## config.mk

```make
export PLATFORM = sky130hd
export DESIGN_NAME = mux_select_scanner
export DESIGN_NICKNAME = d
export VERILOG_FILES = /design/src/rtl/mux_select_scanner.sv
export SDC_FILE = /design/constraint.sdc
export NUM_CORES = 1
export LEC_CHECK = 0
export ABC_AREA = 1
export BUFFER_PORTS_ARGS = -buffer_cell sky130_fd_sc_hd__buf_2
export CAP_MARGIN = 20
export CORE_MARGIN = 5
export CORE_UTILIZATION = 47
export CTS_CLUSTER_DIAMETER = 200
export DETAILED_ROUTE_END_ITERATION = 6
export PLACE_DENSITY = 0.74
export SYNTH_ARGS = -nofsm -noshare
export SYNTH_HDL_FRONTEND = slang
export SYNTH_SLANG_ARGS = --single-unit
```

## constraint.sdc

```tcl
create_clock -name clk -period 3.1 [get_ports clk]
set_clock_uncertainty 0.15 [all_clocks]
set_input_delay 0.31 -clock clk [delete_from_list [all_inputs] [get_ports clk]]
set_output_delay 0.31 -clock clk [all_outputs]
set_load 0.005 [all_outputs]
```

## src/rtl/mux_select_scanner.sv

```systemverilog
// Sequencer around a 1-bit 4:1 mux: walks the enabled channels in ascending order,
// holds each select for DWELL cycles, samples the mux output on the last dwell cycle,
// then reports the assembled 4-bit word with a one-cycle valid pulse.
module mux_select_scanner #(
  parameter int unsigned DWELL = 2,
  parameter int unsigned CNT_W = 8
) (
  input  logic       clk,
  input  logic       rst_n,
  input  logic       start,
  input  logic [3:0] ch_mask,
  input  logic       mux_in,
  output logic       s1,
  output logic       s0,
  output logic       busy,
  output logic       valid,
  output logic [3:0] data_out
);

  localparam int unsigned NCH  = 4;
  localparam int unsigned CH_W = 2;
  localparam logic [CNT_W-1:0] CNT_LAST = CNT_W'(DWELL - 1);

  typedef enum logic [1:0] {
    ST_IDLE = 2'd0,
    ST_SCAN = 2'd1,
    ST_DONE = 2'd2
  } state_e;

  state_e            state_q,  state_d;
  logic [CH_W-1:0]   ch_q,     ch_d;
  logic [NCH-1:0]    mask_q,   mask_d;
  logic [NCH-1:0]    shadow_q, shadow_d;
  logic [NCH-1:0]    data_q,   data_d;
  logic [CNT_W-1:0]  cnt_q,    cnt_d;
  logic              busy_q,   busy_d;
  logic              valid_q,  valid_d;

  logic [CH_W-1:0]   first_ch_c;
  logic [CH_W-1:0]   next_ch_c;
  logic              has_next_c;

  // Lowest enabled channel of the incoming mask (first channel of a new scan).
  always_comb begin
    first_ch_c = '0;
    for (int i = NCH - 1; i >= 0; i--) begin
      if (ch_mask[i]) first_ch_c = CH_W'(i);
    end
  end

  // Lowest enabled channel strictly above the current one in the latched mask.
  always_comb begin
    next_ch_c  = ch_q;
    has_next_c = 1'b0;
    for (int i = NCH - 1; i >= 0; i--) begin
      if (mask_q[i] && (i > int'(ch_q))) begin
        next_ch_c  = CH_W'(i);
        has_next_c = 1'b1;
      end
    end
  end

  // State and datapath registers; asynchronous reset aborts any scan in progress.
  always_ff @(posedge clk or negedge rst_n) begin
    if (!rst_n) begin
      state_q  <= ST_IDLE;
      ch_q     <= '0;
      mask_q   <= '0;
      shadow_q <= '0;
      data_q   <= '0;
      cnt_q    <= '0;
      busy_q   <= 1'b0;
      valid_q  <= 1'b0;
    end else begin
      state_q  <= state_d;
      ch_q     <= ch_d;
      mask_q   <= mask_d;
      shadow_q <= shadow_d;
      data_q   <= data_d;
      cnt_q    <= cnt_d;
      busy_q   <= busy_d;
      valid_q  <= valid_d;
    end
  end

  // Next-state logic; ch_q is forced to 0 outside SCAN so it can drive the selects directly.
  always_comb begin
    state_d  = state_q;
    ch_d     = ch_q;
    mask_d   = mask_q;
    shadow_d = shadow_q;
    data_d   = data_q;
    cnt_d    = cnt_q;
    busy_d   = busy_q;
    valid_d  = 1'b0;

    unique case (state_q)
      ST_IDLE: begin
        if (start) begin
          mask_d   = ch_mask;
          shadow_d = '0;
          cnt_d    = '0;
          if (ch_mask != '0) begin
            ch_d    = first_ch_c;
            busy_d  = 1'b1;
            state_d = ST_SCAN;
          end else begin
            data_d  = '0;
            valid_d = 1'b1;
            state_d = ST_DONE;
          end
        end
      end

      ST_SCAN: begin
        if (cnt_q == CNT_LAST) begin
          shadow_d[ch_q] = mux_in;
          cnt_d          = '0;
          if (has_next_c) begin
            ch_d = next_ch_c;
          end else begin
            ch_d    = '0;
            busy_d  = 1'b0;
            valid_d = 1'b1;
            data_d  = shadow_d;
            state_d = ST_DONE;
          end
        end else begin
          cnt_d = cnt_q + CNT_W'(1);
        end
      end

      ST_DONE: begin
        state_d = ST_IDLE;
      end

      default: begin
        state_d = ST_IDLE;
      end
    endcase
  end

  assign s1       = ch_q[1];
  assign s0       = ch_q[0];
  assign busy     = busy_q;
  assign valid    = valid_q;
  assign data_out = data_q;

endmodule

```

# Word-level counts from Yosys, hierarchy flattened
# Index checks and enable logic that the tools add are counted.
[word_totals]
ff_bits = 26
elab_cells = 80
in_bits = 8
[classes]
n_mux = 44
n_addsub = 1
magnitude_cmp = 5
n_eq_ne = 8
reduce_logical = 14
[op_table]
columns = ["cell", "count"]
rows = [
  ["two-way mux 2 bit", 15],
  ["two-way mux 4 bit", 6],
  ["two-way mux 8 bit", 2],
  ["one-hot mux 4 bit (2 select lines)", 2],
  ["one-hot mux 8 bit (2 select lines)", 1],
  ["AND reduction 5 bit", 3],
  ["two-way mux 1 bit", 12],
  ["!= test 2 bit (second input constant)", 5],
  ["adder 8 x 1 -> 8 bit (second input constant)", 1],
  ["== test 8 x 1 -> 1 bit (second input constant)", 1],
  ["one-hot mux 2 bit (2 select lines)", 2],
  ["AND reduction 3 bit", 2],
  ["!= test 5 bit (second input constant)", 1],
  ["bitwise mux 4 bit", 1],
  ["> comparator 2 bit (first input constant)", 2],
  ["logical AND 1 bit", 4],
  ["one-hot mux 1 bit (2 select lines)", 2],
  ["AND reduction 2 bit", 2],
  ["nonzero test 4 bit", 1],
  ["less-than comparator 2 x 3 -> 1 bit (second input constant)", 1],
  ["demux 1 bit (select 2 bit)", 1],
  ["== test 2 x 1 -> 1 bit (second input constant)", 1],
  [">= comparator 2 x 1 -> 1 bit (second input constant)", 1],
  ["> comparator 1 x 2 -> 1 bit (first input constant)", 1],
  ["2 further kinds", 2],
]

# Logic depth before layout (Yosys ltp)
# Gate-level depths: netlist of run 1.
[depth]
ltp_word = 8
depth_mapped = 9
ltp_nobuf = 9

# Least setup slack after synthesis of run 1
# No wires, ideal clock.
[synth_path]
path_type = "register to register"
from = "register cnt_q[1]"
to = "register ch_q[0]"
t_arrival_ns = 1.145
setup_ns = 0.117
required_ns = 2.833
path_slack_ns = 1.688
stages_incl_launch_ff = 10
path_cell_list = "dfrtp_1 > inv_1 > ha_1 > nand2_1 > nor2_1 > nand3_2 > nand2_4 > nand2_1 > nand2_1 > nand2_1"
[synth_between]
elab_chain_cells = 3
[synth_lines]
columns = ["item", "line_no", "source"]
rows = [
  ["start, declared", "35", "logic [CNT_W-1:0] cnt_q, cnt_d;"],
  ["start signal, assigned", "80", "cnt_q <= cnt_d;"],
  ["== test 8 x 1 -> 1 bit", "116", "if (cnt_q == CNT_LAST) begin"],
  ["!= test 2 bit (no source line)", "-", ""],
  ["AND reduction 5 bit (no source line)", "-", ""],
  ["end signal, assigned", "76", "ch_q <= ch_d;"],
  ["end, declared", "31", "logic [CH_W-1:0] ch_q, ch_d;"],
]
# Every way passes these cells.
# A chain may end at the register's enable or synchronous reset.

# Worst setup path in the final report of run 1
# Same ends and word-level chain as after synthesis.

==> impl_summary.log, run 1 <==
INFO  metric critPathArrivalTime = 1.63 ns
INFO  metric area_growth = 10.5%
INFO  metric route.vias.total = 1,210
INFO  metric placement_rows = 19
INFO  metric worstHoldPathType = in -> reg
INFO  metric fin_crit_sh = 50.2%
INFO  metric proportion_of_synthesized_chip_area_in_sequential_cells = 46.1%
INFO  metric detail_route.drc_violations = 0
INFO  metric drive_above_1_share = 14.9%
INFO  metric whs_endpoint = mask_q[1]
INFO  metric gp_congestion = 0.796
INFO  metric peakVddDrop = 0.559 mV
INFO  metric synth.net_count = 186
INFO  metric synth_area_per_cell = 7.71 µm²
INFO  metric final_net_count = 206
INFO  metric worst_path_dominant_cell_family = simple AND/OR/NAND/NOR gates
INFO  metric setup.worst_path.end_class = register
INFO  metric clock_sink_count = 25
INFO  metric most_frequent_standard_cell_in_the_layout_excluding_fill_and_tap_cells = nand2_1
INFO  metric critPathMaxFanout = 10
INFO  metric core_area = 2760 µm²
INFO  metric clock_power_share = 9.9%
INFO  metric power.density_cell_area = 964 nW/µm²
INFO  metric globalRouteOverflowTotal = 0
INFO  metric mostFrequentLayoutCells = nand2_1, dfrtp_1, inv_1, nor2_1, nand3_1
INFO  metric vias_in_the_first_global_route = 1,182
INFO  metric finalSetupViolCount = 0
INFO  metric antennaDiodeCount = 0
INFO  metric seqCellArea = 626 µm²
INFO  metric worstHoldPathCells = 3
INFO  metric clk_pin_slew_worst_paths = 0.13 ns
INFO  metric timing.critical_path.cells = inv_1, ha_1, nand2_1, nor2_1, nand3_2, nand2_4, nand2_1, nand2_1, nand2_1
INFO  metric tightest_slew = 0.557 ns
INFO  metric regToRegSetupSlack = 1.54 ns
INFO  metric chipWidth = 63.7 µm
INFO  metric period_minus_slack = 1.56 ns
INFO  metric timing.fmax = 643 MHz
INFO  metric drtAntennaViolNets = 0
INFO  metric footprint_of_the_multi_input_gates = 648 µm²
INFO  metric start_util = 49.2%
INFO  metric r2r.worst_path.cells = 9
INFO  metric crit-reg2reg-launch = cnt_q[1]
INFO  metric synth_xor_area_share = 1.29%
INFO  metric cts_resized = 0
INFO  metric synth-adder-area-share = 1.85%
INFO  metric synth.distinct_cells = 23
INFO  metric htree_levels = 1
INFO  metric grt_max_degree = 26
INFO  metric post_synth_and_or_nand_nor_area_fraction = 33.9%
INFO  metric critical_path.reg2reg.endpoint = ch_q[0]
INFO  metric routed_wirelength = 2750 µm
INFO  metric power_switching = 0.663 mW
INFO  metric finalMaxSlewViolations = 0
INFO  metric synthMuxAreaShare = 0%
INFO  metric crit_slowest_cell = dfrtp_1
INFO  metric initialDrtViolationCount = 58
INFO  metric first_pass_iters = 4
INFO  metric port-buffer-count = 15
INFO  metric wl_per_cell = 12.2 µm
INFO  metric total_power = 1.45 mW
INFO  metric clock_insertion_delay_worst_skew = 0.32 ns
INFO  metric clockRootBuffer = clkbuf_4
INFO  metric cpPeakStageDelay = 0.42 ns
INFO  metric cts_made_buffers = 3
INFO  metric final-hold-violation-count = 0
INFO  metric finish.utilization = 54.4%
INFO  metric syn_inst = 176
INFO  metric i_o_pin_total = 16
INFO  metric timing.max_slew.rel_slack = 62.8%
INFO  metric ctsLongestPathBuffers = 2
INFO  metric ys.warnings.count = 0
INFO  metric cts_hold_buffers = 1
INFO  metric postSynthRegisterBits = 25
INFO  metric critical-path-top-cell-by-count = nand2_1
INFO  metric critPathBufInv = 1
INFO  metric chipHeight = 63.7 µm
INFO  metric cts.repair_timing.setup_buffer_count = 0
INFO  metric cp-start-kind = register
INFO  metric die_area = 4060 µm²
INFO  metric grt_setup_unrepaired = no
INFO  metric status = completed
INFO  metric initial_antenna_violation_count = 0
INFO  metric main_combinational_cell_family_by_area_after_synthesis = simple AND/OR/NAND/NOR gates
INFO  metric fillerInstances = 262
INFO  metric crit_type = reg -> reg
INFO  metric tritoncts = yes
INFO  metric post_drt_via_cell_ratio = 5.35
INFO  metric grtUsageTotal = 14.5%
INFO  metric internal_power = 0.782 mW
INFO  metric drv.max_cap_violation_count = 0
INFO  metric syn_area = 1360 µm²
INFO  metric dpl.hpwl = 2100 µm
INFO  metric combPwrFrac = 49.5%
INFO  metric hold_start = ch_mask[1]
INFO  metric power.static_leakage = 0.792 nW
INFO  metric seq_power_share = 40.5%
INFO  metric synth_compound_gate_area_share = 10.7%
INFO  metric setup_tns = 0 ns
INFO  metric grt_first_pass_wirelength = 4940 µm
INFO  metric worst-endpoint-required = 3.18 ns
INFO  metric swShare = 45.9%
## synthesized netlist by cell type
| master | count | share of area (%) |
|---|---|---|
| o21ai_2 | 1 | 0.65 |
| nand2_2 | 2 | 0.92 |
| a21oi_1 | 6 | 2.2 |
| nand2_1 | 48 | 13 |
| nor2_8 | 1 | 1.5 |
| buf_4 | 1 | 0.55 |
| nor2_1 | 18 | 5.0 |
| nand2_4 | 1 | 0.83 |
| xor2_1 | 1 | 0.65 |
| nor3_1 | 2 | 0.74 |
| inv_2 | 2 | 0.55 |
| o22ai_1 | 5 | 2.3 |
| nand3b_1 | 1 | 0.55 |
| o21ai_0 | 14 | 5.2 |
| ha_1 | 2 | 1.8 |
| nor2_2 | 1 | 0.46 |
| xnor2_1 | 1 | 0.65 |
| nand4_1 | 4 | 1.8 |
| nand3_2 | 3 | 2.2 |
| dfrtp_1 | 25 | 46 |
| o21ai_1 | 1 | 0.37 |
| nand3_1 | 18 | 6.6 |
| inv_1 | 18 | 5.0 |
## metrics by stage
step	cell area (µm²)	setup WS (ns)	instances	hold slack, ns
after floorplan	1360	1.69	176	-0.136
after global placement	1460	1.62	221	0.180
after detailed placement	1460	1.55	221	0.184
after CTS	1500	1.54	226	0.101
after global routing	1500	1.40	226	0.114
final	1500	1.54	226	0.102
## cell type report
type | instances | share of cell area, %
clock buffers | 4 | 1.75
repair buffers | 16 | 5.68
well taps | 31 | 2.59
flip-flops and latches | 25 | 41.7
multi-input cells | 130 | 43.2
inverters | 20 | 5.01
## power by group through the flow
| stage | combinational (mW) | sequential (mW) | clock, mW |
|---|---|---|---|
| 2_1_floorplan | 0.541 | 0.576 | 0 |
| 3_3_place_gp | 0.686 | 0.586 | 0 |
| 3_5_place_dp | 0.712 | 0.592 | 0 |
| 4_1_cts | 0.716 | 0.586 | 0.150 |
| 5_1_grt | 0.827 | 0.610 | 0.159 |
| 6_report | 0.716 | 0.586 | 0.144 |
## how the worst max path moves through the flow
stage,end,cells after the start,slack [ns],from
global route,data_out[3],8,1.40,cnt_q[1]
CTS,ch_q[0],9,1.54,cnt_q[1]
finish,ch_q[0],9,1.54,cnt_q[1]
floorplan,ch_q[0],9,1.69,cnt_q[1]
detailed placement,ch_q[0],9,1.55,cnt_q[1]
global placement,ch_q[0],9,1.62,cnt_q[1]
## state kept, by name, indices dropped and copies added (netlist names)
name	cells
data_out	4
mask_q	3
cnt_q	8
valid	1
ch_q	2
busy	1
state_q	2
shadow_q	4
## worst min-delay path, stage by stage
cell and delay (ns):
buf_2 0.10, inv_1 0.05, o21ai_0 0.08
## cell families after synthesis
family / Yosys count
buffers and inverters: 21
AOI/OAI and AO/OA: 27
and+or+nand+nor: 99
xor gates and xnor gates: 2
adders and majority gates: 2
DFF: 25
## metal layers
layer  up-vias  part of all wire [%]  global-route usage [%]  wire length, µm
met2        27                    46                    24.4             1260
li1        619                     -                       -                -
met5         -                     0                       0                0
met4         0                  0.80                    3.38               22
met1       560                    49                    19.6             1340
met3         4                   4.6                    2.31              126
Note: power is estimated with default switching activity, not from simulation.
==> inputs of run 2 (changes only) <==
Clock period 3.1 ns to 1.44 ns, I/O delays scaled along.
==> impl_summary.log, run 2 (same netlist as run 1, synthesis figures left out) <==
INFO  metric peakVddDrop = 1.44 mV (was 0.559 mV)
INFO  metric tritoncts = yes (unchanged)
INFO  metric grt_setup_unrepaired = yes (was no)
INFO  metric globalRouteOverflowTotal = 0 (unchanged)
INFO  metric period_minus_slack = 1.48 ns (was 1.56 ns)
INFO  metric route.vias.total = 1,358 (was 1,210)
INFO  metric power.static_leakage = 0.948 nW (was 0.792 nW)
INFO  metric violated_checks = negative setup slack
INFO  metric first_pass_iters = 4 (unchanged)
INFO  metric ctsLongestPathBuffers = 2 (unchanged)
INFO  metric finalSetupViolCount = 4 (was 0)
INFO  metric critPathMaxFanout = 5 (was 10)
INFO  metric timing.fmax = 678 MHz (was 643 MHz)
INFO  metric crit_slowest_cell = dfrtp_2 (was dfrtp_1)
INFO  metric area_growth = 37.4% (was 10.5%)
INFO  metric detailedPlace.worstSlack = -0.0767 ns (was 1.55 ns)
INFO  metric i_o_pin_total = 16 (unchanged)
INFO  metric routed_wirelength = 3490 µm (was 2750 µm)
INFO  metric status = finished with violations (was completed)
INFO  metric top_usage_layer = met2 (unchanged)
INFO  metric post_drt_via_cell_ratio = 5.35 (about the same)
INFO  metric timing.critical_path.cells = inv_1, nand2_1, nor2_2, nand3_4, nand2_4, nand2_2, nand2_1, nand2_1 (was inv_1, ha_1, nand2_1, nor2_1, nand3_2, nand2_4, nand2_1, nand2_1, nand2_1)
INFO  metric initialDrtViolationCount = 49 (was 58)
INFO  metric antennaDiodeCount = 0 (unchanged)
INFO  metric placement_rows = 19 (unchanged)
INFO  metric fin_hold_ws = 0.0415 ns (was 0.102 ns)
INFO  metric dpl.cell_count = 232 (was 221)
INFO  metric grtUsageMet3 = 2.49% (was 2.31%)
INFO  metric drtAntennaViolNets = 0 (unchanged)
INFO  metric registers.top_by_ff_count = cnt_q (unchanged)
INFO  metric clockRootBuffer = clkbuf_4 (unchanged)
INFO  metric final_net_count = 234 (was 206)
INFO  metric dpl.hpwl = 2290 µm (was 2100 µm)
INFO  metric met1_demand_to_capacity_share_in_global_routing = 23.2% (was 19.6%)
INFO  metric critical-path-top-cell-by-count = nand2_1 (unchanged)
INFO  metric critPathArrivalTime = 1.56 ns (was 1.63 ns)
INFO  metric setup.worst_path.end_class = register (unchanged)
INFO  metric final-hold-violation-count = 0 (unchanged)
INFO  metric most_frequent_standard_cell_in_the_layout_excluding_fill_and_tap_cells = nand2_1 (unchanged)
INFO  metric fillerInstances = 215 (was 262)
INFO  metric worst-endpoint-required = 1.52 ns (was 3.18 ns)
INFO  metric finalMaxSlewViolations = 0 (unchanged)
INFO  metric timing.max_slew.rel_slack = 62.6% (was 62.8%)
INFO  metric fin_crit_sh = 102% (was 50.2%)
INFO  metric port-buffer-count = 15 (unchanged)
INFO  metric initial_antenna_violation_count = 0 (unchanged)
INFO  metric htree_levels = 1 (unchanged)
INFO  metric start_util = 49.2% (unchanged)
INFO  metric chipWidth = 63.7 µm (unchanged)
INFO  metric cpPeakStageDelay = 0.46 ns (was 0.42 ns)
INFO  metric wl_per_cell = 13.7 µm (was 12.2 µm)
INFO  metric clk_pin_slew_worst_paths = 0.15 ns (was 0.13 ns)
INFO  metric clock_insertion_delay_worst_skew = 0.32 ns (about the same)
INFO  metric power.density_cell_area = 2170 nW/µm² (was 964 nW/µm²)
INFO  metric gr-usage-met2 = 27.7% (was 24.4%)
INFO  metric worstHoldPathType = in -> reg (unchanged)
INFO  metric cp-start-kind = register (unchanged)
INFO  metric setup_ws = -0.0352 ns (was 1.54 ns)
INFO  metric total_power = 4.05 mW (was 1.45 mW)
INFO  metric grt_max_degree = 26 (unchanged)
INFO  metric mostFrequentLayoutCells = nand2_1, buf_4, dfrtp_1, nand3_1, buf_2 (was nand2_1, dfrtp_1, inv_1, nor2_1, nand3_1)
INFO  metric largest_reg_flops = 8 (unchanged)
INFO  metric finalNonFillerCells = 254 (was 226)
INFO  metric vias_in_the_first_global_route = 1,293 (was 1,182)
INFO  metric die_area = 4060 µm² (unchanged)
INFO  metric gp_congestion = 0.835 (was 0.796)
INFO  metric drv.max_cap_violation_count = 0 (unchanged)
INFO  metric tightest_slew = 0.561 ns (was 0.557 ns)
INFO  metric cts_made_buffers = 3 (unchanged)
INFO  metric core_area = 2760 µm² (unchanged)
INFO  metric grtUsageTotal = 17.0% (was 14.5%)
INFO  metric crit_type = reg -> reg (unchanged)
INFO  metric chipHeight = 63.7 µm (unchanged)
INFO  metric drive_above_1_share = 38.1% (was 14.9%)
INFO  metric detail_route.drc_violations = 0 (unchanged)
INFO  metric grt_first_pass_wirelength = 5620 µm (was 4940 µm)
INFO  metric clock_sink_count = 25 (unchanged)
==> run 2: where the power goes <==
group	switching, mW	internal (mW)
Sequential	0.275	1.02
Combinational	1.37	1.06
Clock	0.225	0.104
==> run 2: repair_timing <==
action                     4_1_cts  5_1_grt
hold buffers                     5        0
hold endpoints to repair        29        0
buffers inserted                 2       10
pin swaps                        4       15
gates cloned                     1        0
resized for setup               17       30
setup endpoints to repair       12       24
==> run 2: cell type report <==
cell class                      count  area, µm²  share of cell area [%]
Multi-Input combinational cell    131        790                    42.4
Sequential cell                    25        631                    33.8
Timing Repair Buffer               43        302                    16.2
Inverter                           20       75.1                    4.03
Tap cell                           31       38.8                    2.08
Clock buffer                        3       22.5                    1.21
Clock inverter                      1       5.00                   0.269
==> run 2: metrics by stage <==
step / setup TNS (ns) / instance area [µm²] / util (%)
floorplan: 0 / 1360 / -
global placement: -0.0153 / 1550 / 56.0
detailed placement: -0.261 / 1550 / 56.0
CTS: -0.0414 / 1700 / 61.8
global route: -0.949 / 1860 / 67.6
finish: -0.0733 / 1860 / 67.6
==> run 2: layer usage <==
layer  vias up  share of wire, %
li1        682                 -
met1       635                46
met2        37                48
met3         4               4.3
met4         0              0.97
met5         -                 0
==> run 2: worst paths after layout <==
check                            from  cells after the start        end  slack (ns)
setup / recovery             cnt_q[2]                      8    ch_q[0]       -0.04
hold / removal             ch_mask[1]                      6    ch_q[1]        0.04
setup reg to reg             cnt_q[2]                      8    ch_q[0]       -0.04
hold reg to reg                  busy                      2       busy        0.37
max in group asynchronous       rst_n                      2   cnt_q[2]        0.57
min in group asynchronous       rst_n                      2  mask_q[1]        0.17
==> run 2: worst max-delay path, delay by kind of cell, from the launching register on <==
family / cells / cell delay, ns
DFF: 1 / 0.46
and+or+nand+nor: 7 / 0.68
buffers and inverters: 1 / 0.09
==> inputs of run 3 (changes only) <==
Settings changed: CELL_PAD_IN_SITES_DETAIL_PLACEMENT set to 1, CELL_PAD_IN_SITES_GLOBAL_PLACEMENT set to 1, CORE_UTILIZATION 47 to 42, PLACE_DENSITY 0.74 to 0.85.
==> impl_summary.log, run 3 (same netlist as run 1, synthesis figures left out) <==
INFO  metric r2r.worst_path.cells = 8 (unchanged)
INFO  metric finalMaxSlewViolations = 0 (unchanged)
INFO  metric setup_ws = -0.166 ns (was -0.0352 ns)
INFO  metric i_o_pin_total = 16 (unchanged)
INFO  metric final-hold-violation-count = 0 (unchanged)
INFO  metric placedInstanceArea = 1560 µm² (was 1550 µm²)
INFO  metric violated_checks = negative setup slack (unchanged)
INFO  metric cp-start-kind = register (unchanged)
INFO  metric peakVddDrop = 1.01 mV (was 1.44 mV)
INFO  metric critical_path.reg2reg.endpoint = data_out[0] (was ch_q[0])
INFO  metric area_growth = 48.8% (was 37.4%)
INFO  metric ctsLongestPathBuffers = 2 (unchanged)
INFO  metric period_minus_slack = 1.61 ns (was 1.48 ns)
INFO  metric core_area = 3080 µm² (was 2760 µm²)
INFO  metric hold_start = ch_mask[0] (was ch_mask[1])
INFO  metric first_pass_iters = 6 (was 4)
INFO  metric chipHeight = 66.8 µm (was 63.7 µm)
INFO  metric fin_crit_sh = 112% (was 102%)
INFO  metric clk_pin_slew_worst_paths = 0.15 ns (about the same)
INFO  metric power.density_cell_area = 2390 nW/µm² (was 2170 nW/µm²)
INFO  metric initialDrtViolationCount = 156 (was 49)
INFO  metric cts_made_buffers = 3 (unchanged)
INFO  metric timing.max_slew.rel_slack = 59.9% (was 62.6%)
INFO  metric registers.top_by_ff_count = cnt_q (unchanged)
INFO  metric grt_first_pass_wirelength = 7600 µm (was 5620 µm)
INFO  metric worst-endpoint-required = 1.57 ns (was 1.52 ns)
INFO  metric tritoncts = yes (unchanged)
INFO  metric total_power = 4.82 mW (was 4.05 mW)
INFO  metric grt_max_degree = 26 (unchanged)
INFO  metric timing.critical_path.to = data_out[0] (was ch_q[0])
INFO  metric detail_route.drc_violations = 0 (unchanged)
INFO  metric fin_hold_ws = 0.0932 ns (was 0.0415 ns)
INFO  metric placement_rows = 20 (was 19)
INFO  metric globalRouteOverflowTotal = 0 (unchanged)
INFO  metric antennaDiodeCount = 0 (unchanged)
INFO  metric crit_type = reg -> reg (unchanged)
INFO  metric power.static_leakage = 1.01 nW (was 0.948 nW)
INFO  metric tightest_slew = 0.602 ns (was 0.561 ns)
INFO  metric timing.critical_path.cells = inv_2, ha_4, nand2_2, nor2_4, nand2_4, nand2_4, nand4_1, nand2_1 (was inv_1, nand2_1, nor2_2, nand3_4, nand2_4, nand2_2, nand2_1, nand2_1)
INFO  metric dpl.hpwl = 2960 µm (was 2290 µm)
INFO  metric worstHoldPathType = in -> reg (unchanged)
INFO  metric setup_tns = -1.85 ns (was -0.0733 ns)
INFO  metric detailedPlace.worstSlack = -0.112 ns (was -0.0767 ns)
INFO  metric most_frequent_standard_cell_in_the_layout_excluding_fill_and_tap_cells = nand2_1 (unchanged)
INFO  metric mostFrequentLayoutCells = nand2_1, buf_4, dfrtp_1, inv_1, buf_2 (was nand2_1, buf_4, dfrtp_1, nand3_1, buf_2)
INFO  metric drtAntennaViolNets = 0 (unchanged)
INFO  metric finalNonFillerCells = 272 (was 254)
INFO  metric grt_setup_unrepaired = yes (unchanged)
INFO  metric regToRegSetupSlack = -0.17 ns (was -0.04 ns)
INFO  metric dpl.cell_count = 245 (was 232)
INFO  metric cpPeakStageDelay = 0.43 ns (was 0.46 ns)
INFO  metric status = finished with violations (unchanged)
INFO  metric finish.utilization = 65.6% (was 67.6%)
INFO  metric grtUsageTotal = 22.7% (was 17.0%)
INFO  metric finalSetupViolCount = 18 (was 4)
INFO  metric gp_congestion = 0.823 (was 0.835)
INFO  metric clock_sink_count = 25 (unchanged)
INFO  metric vias_in_the_first_global_route = 1,584 (was 1,293)
INFO  metric crit_slowest_cell = dfrtp_1 (was dfrtp_2)
INFO  metric routed_wirelength = 6230 µm (was 3490 µm)
INFO  metric final_net_count = 239 (was 234)
INFO  metric critPathMaxFanout = 6 (was 5)
INFO  metric critPathArrivalTime = 1.73 ns (was 1.56 ns)
INFO  metric post_drt_via_cell_ratio = 5.89 (was 5.35)
INFO  metric setup.worst_path.end_class = register (unchanged)
INFO  metric timing.fmax = 623 MHz (was 678 MHz)
INFO  metric route.vias.total = 1,602 (was 1,358)
INFO  metric initial_antenna_violation_count = 0 (unchanged)
INFO  metric port-buffer-count = 15 (unchanged)
INFO  metric clockRootBuffer = clkbuf_4 (unchanged)
INFO  metric clock_insertion_delay_worst_skew = 0.33 ns (was 0.32 ns)
INFO  metric start_util = 44.1% (was 49.2%)
INFO  metric critical-path-top-cell-by-count = nand2_4 (was nand2_1)
INFO  metric chipWidth = 66.8 µm (was 63.7 µm)
INFO  metric drive_above_1_share = 44.7% (was 38.1%)
INFO  metric die_area = 4470 µm² (was 4060 µm²)
INFO  metric drv.max_cap_violation_count = 0 (unchanged)
INFO  metric htree_levels = 1 (unchanged)
INFO  metric crit-reg2reg-launch = cnt_q[1] (was cnt_q[2])
INFO  metric wl_per_cell = 22.9 µm (was 13.7 µm)
INFO  metric largest_reg_flops = 8 (unchanged)
INFO  metric critical_path.startpoint = cnt_q[1] (was cnt_q[2])
INFO  metric stdcell_area = 2020 µm² (was 1860 µm²)
-- run 3: cell count changes in the layout (fill, tap and decap cells not counted), moves of 4 or more --
cell	delta
buf_6	+5
nor2_2	-4
nand3_1	-4
nand3_2	+4
nor2_4	+6
nand2_1	-7
nand2_4	+5
-- run 3: power breakdown --
part / total (mW) / internal [mW] / switching (mW) / leakage, nW
registers: 1.34 / 1.02 / 0.322 / 0.303
clock network: 0.343 / 0.104 / 0.239 / 0.0177
logic: 3.14 / 1.21 / 1.93 / 0.684
total: 4.82 / 2.33 / 2.49 / 1.01
-- run 3: worst min path at each step --
stage | to | slack, ns | depth (start not counted)
after global placement | cnt_q[4] | 0.02 | 1
after floorplan | busy | -0.30 | 0
after CTS | busy | 0.02 | 3
final | ch_q[0] | 0.09 | 6
after global routing | state_q[0] | 0.08 | 3
after detailed placement | valid | 0.02 | 1
-- run 3: cell type report --
type,count,area [µm²]
clock inverter,1,5.00
clock buffer,3,22.5
timing repair buffer,48,355
multi-input combinational,131,873
fill,378,1060
tap,44,55.1
inverter,20,75.1
sequential,25,632
-- run 3: critical path: cells and delay by family (launching register included) --
kind	cells	cell delay (ns)
adders and majority gates	1	0.18
DFF	1	0.43
and+or+nand+nor	6	0.70
buffers and inverters	1	0.10
-- run 3: what timing repair did --
action | in CTS | in global routing
gates resized for setup | 15 | 59
hold endpoints to repair | 28 | 0
cloned | 1 | 0
setup buffers | 7 | 11
hold buffers | 4 | 0
pin swaps | 7 | 15
setup endpoints to repair | 16 | 25
-- run 3: routing by layer --
layer / share of wire, % / track usage (%) / vias to the layer above
li1: - / - / 687
met3: 6.0 / 3.71 / 36
met1: 39 / 27.1 / 802
met4: 5.8 / 7.61 / 0
met5: 0 / 0 / -
met2: 49 / 40.8 / 77
